### config.mk
export PLATFORM = sky130hd
export DESIGN_NAME = missile_controller
export DESIGN_NICKNAME = d
export VERILOG_FILES = /design/src/rtl/missile_controller.sv
export SDC_FILE = /design/constraint.sdc
export NUM_CORES = 1
export LEC_CHECK = 0
export BUFFER_PORTS_ARGS = -buffer_cell sky130_fd_sc_hd__clkbuf_2
export CAP_MARGIN = 20
export CORE_ASPECT_RATIO = 1.75
export CORE_MARGIN = 2
export CORE_UTILIZATION = 30
export DETAILED_ROUTE_END_ITERATION = 7
export GPL_TIMING_DRIVEN = 0
export PLACE_DENSITY = 0.51
export SLEW_MARGIN = 0
export SYNTH_ARGS = -nofsm -noshare
export SYNTH_HDL_FRONTEND = slang
export SYNTH_SLANG_ARGS = --single-unit
### constraint.sdc
create_clock -name frame_clk -period 4.22 [get_ports frame_clk]
set_input_delay 0.633 -clock frame_clk [delete_from_list [all_inputs] [get_ports frame_clk]]
set_output_delay 0.633 -clock frame_clk [all_outputs]
set_load 0.02 [all_outputs]
### src/rtl/missile_controller.sv
// missile_controller: fixed pool of player missiles, sequenced once per frame.
// Spawns a missile at the ship nose on the fire key, moves every live missile
// up by MISSILE_STEP each frame, and retires it at the top edge or on a hit.
// Optional build macro MISSILE_AUTOFIRE_EN: when defined, holding the fire key
// re-fires each time the cooldown expires instead of needing a fresh press.
module missile_controller #(
  parameter int         NUM_MISSILES    = 4,
  parameter int         MISSILE_STEP    = 4,
  parameter int         COOLDOWN_FRAMES = 8,
  parameter logic [7:0] FIRE_KEY        = 8'h2C,
  parameter int         Y_MIN           = 0
) (
  input  logic                         frame_clk,
  input  logic                         Reset,
  input  logic [7:0]                   keycode,
  input  logic [9:0]                   ShipX,
  input  logic [9:0]                   ShipY,
  input  logic [9:0]                   ShipSY,
  input  logic [NUM_MISSILES-1:0]      Hit,
  output logic [10*NUM_MISSILES-1:0]   MissileX,
  output logic [10*NUM_MISSILES-1:0]   MissileY,
  output logic [NUM_MISSILES-1:0]      MissileActive,
  output logic [3:0]                   ActiveCount,
  output logic                         FireDrop
);

  // Rows below this value cannot take another full step, so the missile retires.
  localparam logic [9:0] RETIRE_BELOW = 10'(Y_MIN + MISSILE_STEP);
  localparam logic [9:0] STEP_10      = 10'(MISSILE_STEP);
  localparam logic [7:0] CD_LOAD      = 8'(COOLDOWN_FRAMES);

  logic [7:0]                  prev_key;
  logic [7:0]                  cooldown;
  logic                        edge_ok;
  logic                        fire_req;
  logic                        slot_free;
  logic                        do_spawn;
  logic [NUM_MISSILES-1:0]     spawn_mask;
  logic [9:0]                  ship_top;
  logic [NUM_MISSILES-1:0]     nx_active;
  logic [10*NUM_MISSILES-1:0]  nx_x;
  logic [10*NUM_MISSILES-1:0]  nx_y;
  logic [3:0]                  nx_count;
  logic [7:0]                  nx_cooldown;

`ifdef MISSILE_AUTOFIRE_EN
  // Held key re-fires whenever the cooldown allows it.
  assign edge_ok = 1'b1;
`else
  // Only a fresh press (key absent on the previous frame) fires.
  assign edge_ok = (prev_key != FIRE_KEY);
`endif

  assign fire_req = (keycode == FIRE_KEY) && edge_ok && (cooldown == 8'd0);
  assign ship_top = ShipY - ShipSY;

  // Pick the lowest slot that was idle before this edge; slots freed this
  // same edge are deliberately not considered.
  always_comb begin
    spawn_mask = '0;
    slot_free  = 1'b0;
    for (int i = 0; i < NUM_MISSILES; i++) begin
      if (!MissileActive[i] && !slot_free) begin
        spawn_mask[i] = 1'b1;
        slot_free     = 1'b1;
      end
    end
  end

  assign do_spawn = fire_req && slot_free;

  // Per-slot next state: spawn, hit, retire or move; X is written only on spawn.
  always_comb begin
    nx_active = MissileActive;
    nx_x      = MissileX;
    nx_y      = MissileY;
    nx_count  = 4'd0;
    for (int i = 0; i < NUM_MISSILES; i++) begin
      if (do_spawn && spawn_mask[i]) begin
        nx_active[i]      = 1'b1;
        nx_x[10*i +: 10]  = ShipX;
        nx_y[10*i +: 10]  = ship_top;
      end else if (MissileActive[i]) begin
        if (Hit[i]) begin
          nx_active[i] = 1'b0;
        end else if (MissileY[10*i +: 10] < RETIRE_BELOW) begin
          nx_active[i] = 1'b0;
        end else begin
          nx_y[10*i +: 10] = MissileY[10*i +: 10] - STEP_10;
        end
      end
      nx_count = nx_count + {3'b000, nx_active[i]};
    end
  end

  // Cooldown reloads only on an actual spawn, otherwise counts down to zero.
  always_comb begin
    nx_cooldown = cooldown;
    if (do_spawn) begin
      nx_cooldown = CD_LOAD;
    end else if (cooldown != 8'd0) begin
      nx_cooldown = cooldown - 8'd1;
    end
  end

  // Frame-rate state register; reset wins over everything on its edge.
  always_ff @(posedge frame_clk) begin
    if (Reset) begin
      MissileActive <= '0;
      MissileX      <= '0;
      MissileY      <= '0;
      ActiveCount   <= 4'd0;
      FireDrop      <= 1'b0;
      cooldown      <= 8'd0;
      prev_key      <= 8'd0;
    end else begin
      MissileActive <= nx_active;
      MissileX      <= nx_x;
      MissileY      <= nx_y;
      ActiveCount   <= nx_count;
      FireDrop      <= fire_req && !slot_free;
      cooldown      <= nx_cooldown;
      prev_key      <= keycode;
    end
  end

endmodule

* Word level (Yosys, flattened, before mapping)
Index checks and enable logic that the tools add are counted.
** Word-level totals
- Word-level logic and storage cells :: 107
- Input port bits :: 44
- Flip-flop bits (word level) :: 105
** Cells by class
- $lt $le $gt $ge :: 4
- Muxes and demuxes :: 41
- $add $sub $neg :: 9
- Equal/unequal tests :: 10
- Reductions and logical operators :: 29
** Operators with widths (number)
- $mux W10 :: 16
- $lt A10 B3 Y1 const B :: 4
- $sub A10 B3 Y10 const B :: 4
- $mux W1 :: 23
- $reduce_and A3 Y1 :: 4
- $logic_and A1 B1 Y1 :: 11
- $reduce_bool A2 Y1 :: 5
- $sub A10 B10 Y10 :: 1
- $eq A8 B6 Y1 const B :: 1
- $logic_not A8 Y1 :: 1
- $mux W4 :: 2
- $ne A2 B1 Y1 const B :: 4
- $ne A2 B2 Y1 const B :: 4
- $ne A8 B6 Y1 const B :: 1
- $reduce_bool A8 Y1 :: 1
- $sub A8 B1 Y8 const B :: 1
- $logic_not A1 Y1 :: 6
- $add A3 B1 Y4 :: 1
- $add A2 B1 Y3 :: 1
- $add A1 B1 Y2 :: 1
- $reduce_or A2 Y1 :: 1

* Depth between registers and ports, before layout
- Depth in word-level cells :: 15
- Depth in mapped cells :: 12

* Worst setup path after synthesis
Ideal clock, no wire load.
- Path kind :: input port to flip-flop
- From :: input port keycode[1]
- To :: register ActiveCount[1]
- Arrival :: 3.158 ns
- Stages on the path :: 10
- Library setup time :: 0.128 ns
- Path buffers :: 1
- Path slack :: 0.934 ns
- Path through :: or4_4 a211oi_2 nand3_1 buf_2 and2_1 fa_1 inv_1 ha_1 ha_1 nor2b_1
** Between the ends
- Cells in the longest elaborated chain, start to end :: 9
- Elaborated cells between the ends (all ways) :: 15
- Classes of those cells :: 3 x add/sub; 1 x eq/ne; 4 x mux; 7 x reduce/logical
** RTL lines
- start, declared :: RTL line 15 : input logic [7:0] keycode,
- $eq A8 B6 Y1 (*) :: RTL line 54 : assign fire_req = (keycode == FIRE_KEY) && edge_ok && (cooldown == 8'd0);
- $logic_and A1 B1 Y1 (*) (2 in series) :: RTL line 54
- $logic_and A1 B1 Y1 (*) :: RTL line 70 : assign do_spawn = fire_req && slot_free;
- $logic_and A1 B1 Y1 :: RTL line 79 : if (do_spawn && spawn_mask[i]) begin
- $mux W1 :: RTL line 79
- $add A1 B1 Y2 :: RTL line 92 : nx_count = nx_count + {3'b000, nx_active[i]};
- $add A2 B1 Y3 :: RTL line 92
- $add A3 B1 Y4 (*) :: RTL line 92
- via nx_count[1] :: RTL line 43 : logic [3:0] nx_count;
- end signal, assigned :: RTL line 120 : ActiveCount <= nx_count;
- end, declared :: RTL line 23 : output logic [3:0] ActiveCount,
The timed path passes the listed nets; every way through them passes the cells marked *.
A chain may end at the register's enable or synchronous reset.

* Worst setup path in the final report
Same ends and word-level chain as after synthesis.

==> flow_metrics.tcl <==
set metrics [dict create \
    vias 5049 \
    setup.reg_to_reg.worst_slack_ns 0.86 \
    cts_buffer_depth 2 \
    cts_setup_buffers 0 \
    yosysWarningCount 0 \
    global_route_total_usage_across_every_layer_pct 19.7 \
    critPathMaxStageDelay_ns 0.59 \
    final.setup.tns_ns 0 \
    dr.pass1.iters 4 \
    report.final.slew_viol_count 0 \
    seq_area_frac_synth_pct 41.0 \
    grt_first_pass_wirelength_um 27100 \
    routed_wl_um 17400 \
    cap_viol_max_count 0 \
    timing_worst_slew_pin_value_ns 1.11 \
    initialDrtViolationCount 224 \
    row_count 63 \
    clock_tree_skew_after_final_layout_ns 0.00552 \
    die_width_um 102 \
    power.static_leakage_nw 2.58 \
    clkLatencyLatePin_ns 0.35 \
    io_buffers 131 \
    post_synth_instance_area_um2 5080 \
    crit_fanout 10 \
    crit_top_cell "ha_1" \
    crit_type "in2reg" \
    critical-path-top-delay-family "simple AND/OR/NAND/NOR gates" \
    min_path_type "reg2reg" \
    relSlewSlack_pct 25.8 \
    unrepaired_setup_endpoints_after_global_routing "no" \
    yosys.area.top_type "dfxtp_1" \
    fp.coreArea_um2 16800 \
    postCtsHoldBufs 0 \
    fin_ws_ns 0.679 \
    largest_net_degree_at_the_start_of_global_routing 18 \
    fp.dieArea_um2 18000 \
    arrival_ns 3.77 \
    min_from "MissileX[28]" \
    gate_count_after_technology_mapping 616 \
    regToRegStartpoint "cooldown[3]" \
    fin_crit_ns 3.54 \
    resized_cells_post_cts 0 \
    globalRouteOverflowTotal 0 \
    ctsHtreeMaxLevel 3 \
    nets 822 \
    ys_seq_elements 104 \
    outcome "finished, final reports clean" \
    path_cells "clkbuf_2 -> or4_4 -> a211oi_2 -> nand3_1 -> buf_2 -> and2_1 -> fa_1 -> inv_1 -> ha_1 -> ha_1 -> nor2b_1" \
    design.portCount 133 \
    grt_antenna_before_repair 0 \
    floorplan.die.height_um 176 \
    dp_slack_ns 0.326 \
    post_drt_via_cell_ratio 5.09 \
    area.growth.synth_to_final_pct 24.5 \
    final_util_pct 37.6 \
    initial_cell_density_of_the_core_pct 30.2 \
    dp_hpwl_um 13800 \
    drive_above_1_share_pct 23.0 \
    synth.avg_cell_area_um2 8.24 \
    r2r.worst_path.cells 11 \
    cts_buffers 9 \
    gp_congestion 0.859 \
    clkSlewWorstSetupHoldPaths_ns 0.07 \
    fin_crit_sh_pct 83.9 \
    cellPowerDensity_nw_per_um2 367 \
    synth_enable_flop_cells 0 \
    synthArstFlopShare_pct 0 \
    stdcell_area_um2 6320 \
    min_path_cells 2 \
    cp-start-kind "input pin" \
    synth_cell_types 63 \
    setup_viol 0 \
    holdPathEnd "MissileX[28]" \
    cts_tree "done" \
    ant_nets 0 \
    drt_drc_violations_left 0 \
    ir_drop_mv 0.179 \
    ys.flop_type "dfxtp_1" \
    critical-path-slowest-cell "a211oi_2" \
    netlist_top_cells_area "dfxtp_1 (41%), nand2_1 (8.2%), a21oi_1 (6.4%), ha_1 (4.2%), nor2_1 (2.8%)" \
    hold_violations 0 \
    n_antenna_cell 0 \
    post_drt_wl_per_cell_um 17.6 \
    dpl-instance-area_um2 6020 \
    fmax_mhz 282 \
    critical_path.reg2reg.endpoint "ActiveCount[1]" \
    fillerInstances 1806 \
    number_of_global_route_vias_before_repair 5040 \
    clockRootBuffer "clkbuf_16" \
    critPathRequiredTime_ns 4.44 \
    synthesis.nets 679 \
    synth_top_area_share_pct 41.0 \
    worstSetupEndpointType "register" \
    tritoncts_num_sinks 104 \
    worstPathBufferInverterCount 3 \
]
## Yosys cell counts, drive strengths merged (2+ instances only)
cell type	count
a31oi	13
nand3	14
o21ai	10
and2	6
nor3b	4
a311oi	2
dfxtp	104
fa	2
buf	15
nand2b	7
xnor2	12
nor4b	3
o22ai	2
nor2	38
inv	27
o31ai	5
nor3	21
a211o	4
nand2	111
nor4	8
clkbuf	16
or3b	2
and3	4
or4b	2
o21a	5
o311ai	2
xor2	3
a2111oi	12
ha	17
or3	8
a211oi	19
nor2b	19
or4	2
a21oi	65
a21o	7
mux2	5
o211ai	4
a221oi	2
## routing by layer
| metal | vias up | share of wire, % | global-route usage [%] |
|---|---|---|---|
| met3 | 34 | 5.1 | 4.08 |
| met4 | 0 | 4.1 | 10.2 |
| met1 | 2398 | 37 | 21.5 |
| met2 | 156 | 53 | 35.2 |
| met5 | - | 0 | 0 |
| li1 | 2461 | - | - |
## area by class of cell
type | instances | area (um2) | share of cell area (%)
Tap cell | 227 | 284 | 4.50
Buffer | 31 | 171 | 2.71
Clock inverter | 5 | 63.8 | 1.01
Multi-Input combinational cell | 454 | 2720 | 43.1
Timing Repair Buffer | 132 | 661 | 10.5
Sequential cell | 104 | 2080 | 33.0
Clock buffer | 11 | 233 | 3.68
Inverter | 27 | 101 | 1.60
## cell usage in the layout, fill, tap and decap left out, types with 3 or more instances in the layout
cell and instances:
or3_1 8, a2111oi_0 12, ha_1 17, nor4b_1 3, o21a_1 5, nor2_1 38
inv_1 27, a31oi_1 13, nand3_1 13, nor3b_1 4, nor2b_1 19, xnor2_1 12
nor4_1 8, clkbuf_16 9, a21o_1 7, buf_4 6, a211o_1 4, nand2b_1 7
o21ai_0 9, buf_2 6, o211ai_1 4, a21oi_1 65, and3_1 4, clkbuf_1 18
o31ai_1 5, dfxtp_1 104, xor2_1 3, a211oi_1 17, nand2_1 111, clkbuf_2 131
mux2_2 5, and2_1 6, nor3_1 20
## worst max-delay path by stage
stage | slack [ns] | cells after the start | startpoint | endpoint
2_1_floorplan | 0.93 | 10 | keycode[1] | ActiveCount[1]
3_3_place_gp | 0.34 | 11 | keycode[1] | ActiveCount[1]
3_5_place_dp | 0.33 | 11 | keycode[1] | ActiveCount[1]
4_1_cts | 0.69 | 11 | keycode[1] | ActiveCount[1]
5_1_grt | 0.56 | 11 | keycode[1] | ActiveCount[1]
6_report | 0.68 | 11 | keycode[1] | ActiveCount[1]
## state kept, by name, summed over array words and instances, names as in the netlist
signal	count
MissileActive	4
prev_key	8
MissileY	40
cooldown	8
ActiveCount	3
MissileX	40
FireDrop	1
## kinds of logic (layout without fill, tap and decap cells)
logic type                 Yosys count  in the layout  share of synthesized area, %
and+or+nand+nor                    254            254                          24.1
AOI/OAI and AO/OA                  160            160                          20.8
DFF                                104            104                          41.0
buffers and inverters               58            206                          5.37
adders and majority gates           19             19                          4.98
xor gates and xnor gates            15             15                          2.59
muxes                                5              5                          1.11
other                                1              1                        0.0739
## report_power, final
part / switching (W) / internal (W) / leakage [nW]
combinational: 0.000246 / 0.000159 / 1.59
sequential: 0.0000345 / 0.00102 / 0.841
clock: 0.000389 / 0.000467 / 0.141
total: 0.000670 / 0.00165 / 2.58
## worst min-delay path: cells and delay by family, from the launching register on
kind	cells	cell delay, ns
compound gates	1	0.05
flops	1	0.31
simple gates	1	0.05
## metrics by stage
| stage | hold slack [ns] | std cells | total power, W |
|---|---|---|---|
| 2_1_floorplan | 0.494 | 616 | 0.00136 |
| 3_3_place_gp | 0.442 | 974 | 0.00148 |
| 3_5_place_dp | 0.451 | 975 | 0.00149 |
| 4_1_cts | 0.462 | 991 | 0.00235 |
| 5_1_grt | 0.479 | 991 | 0.00244 |
| 6_report | 0.459 | 991 | 0.00232 |
Note: power is estimated with default switching activity, not from simulation.
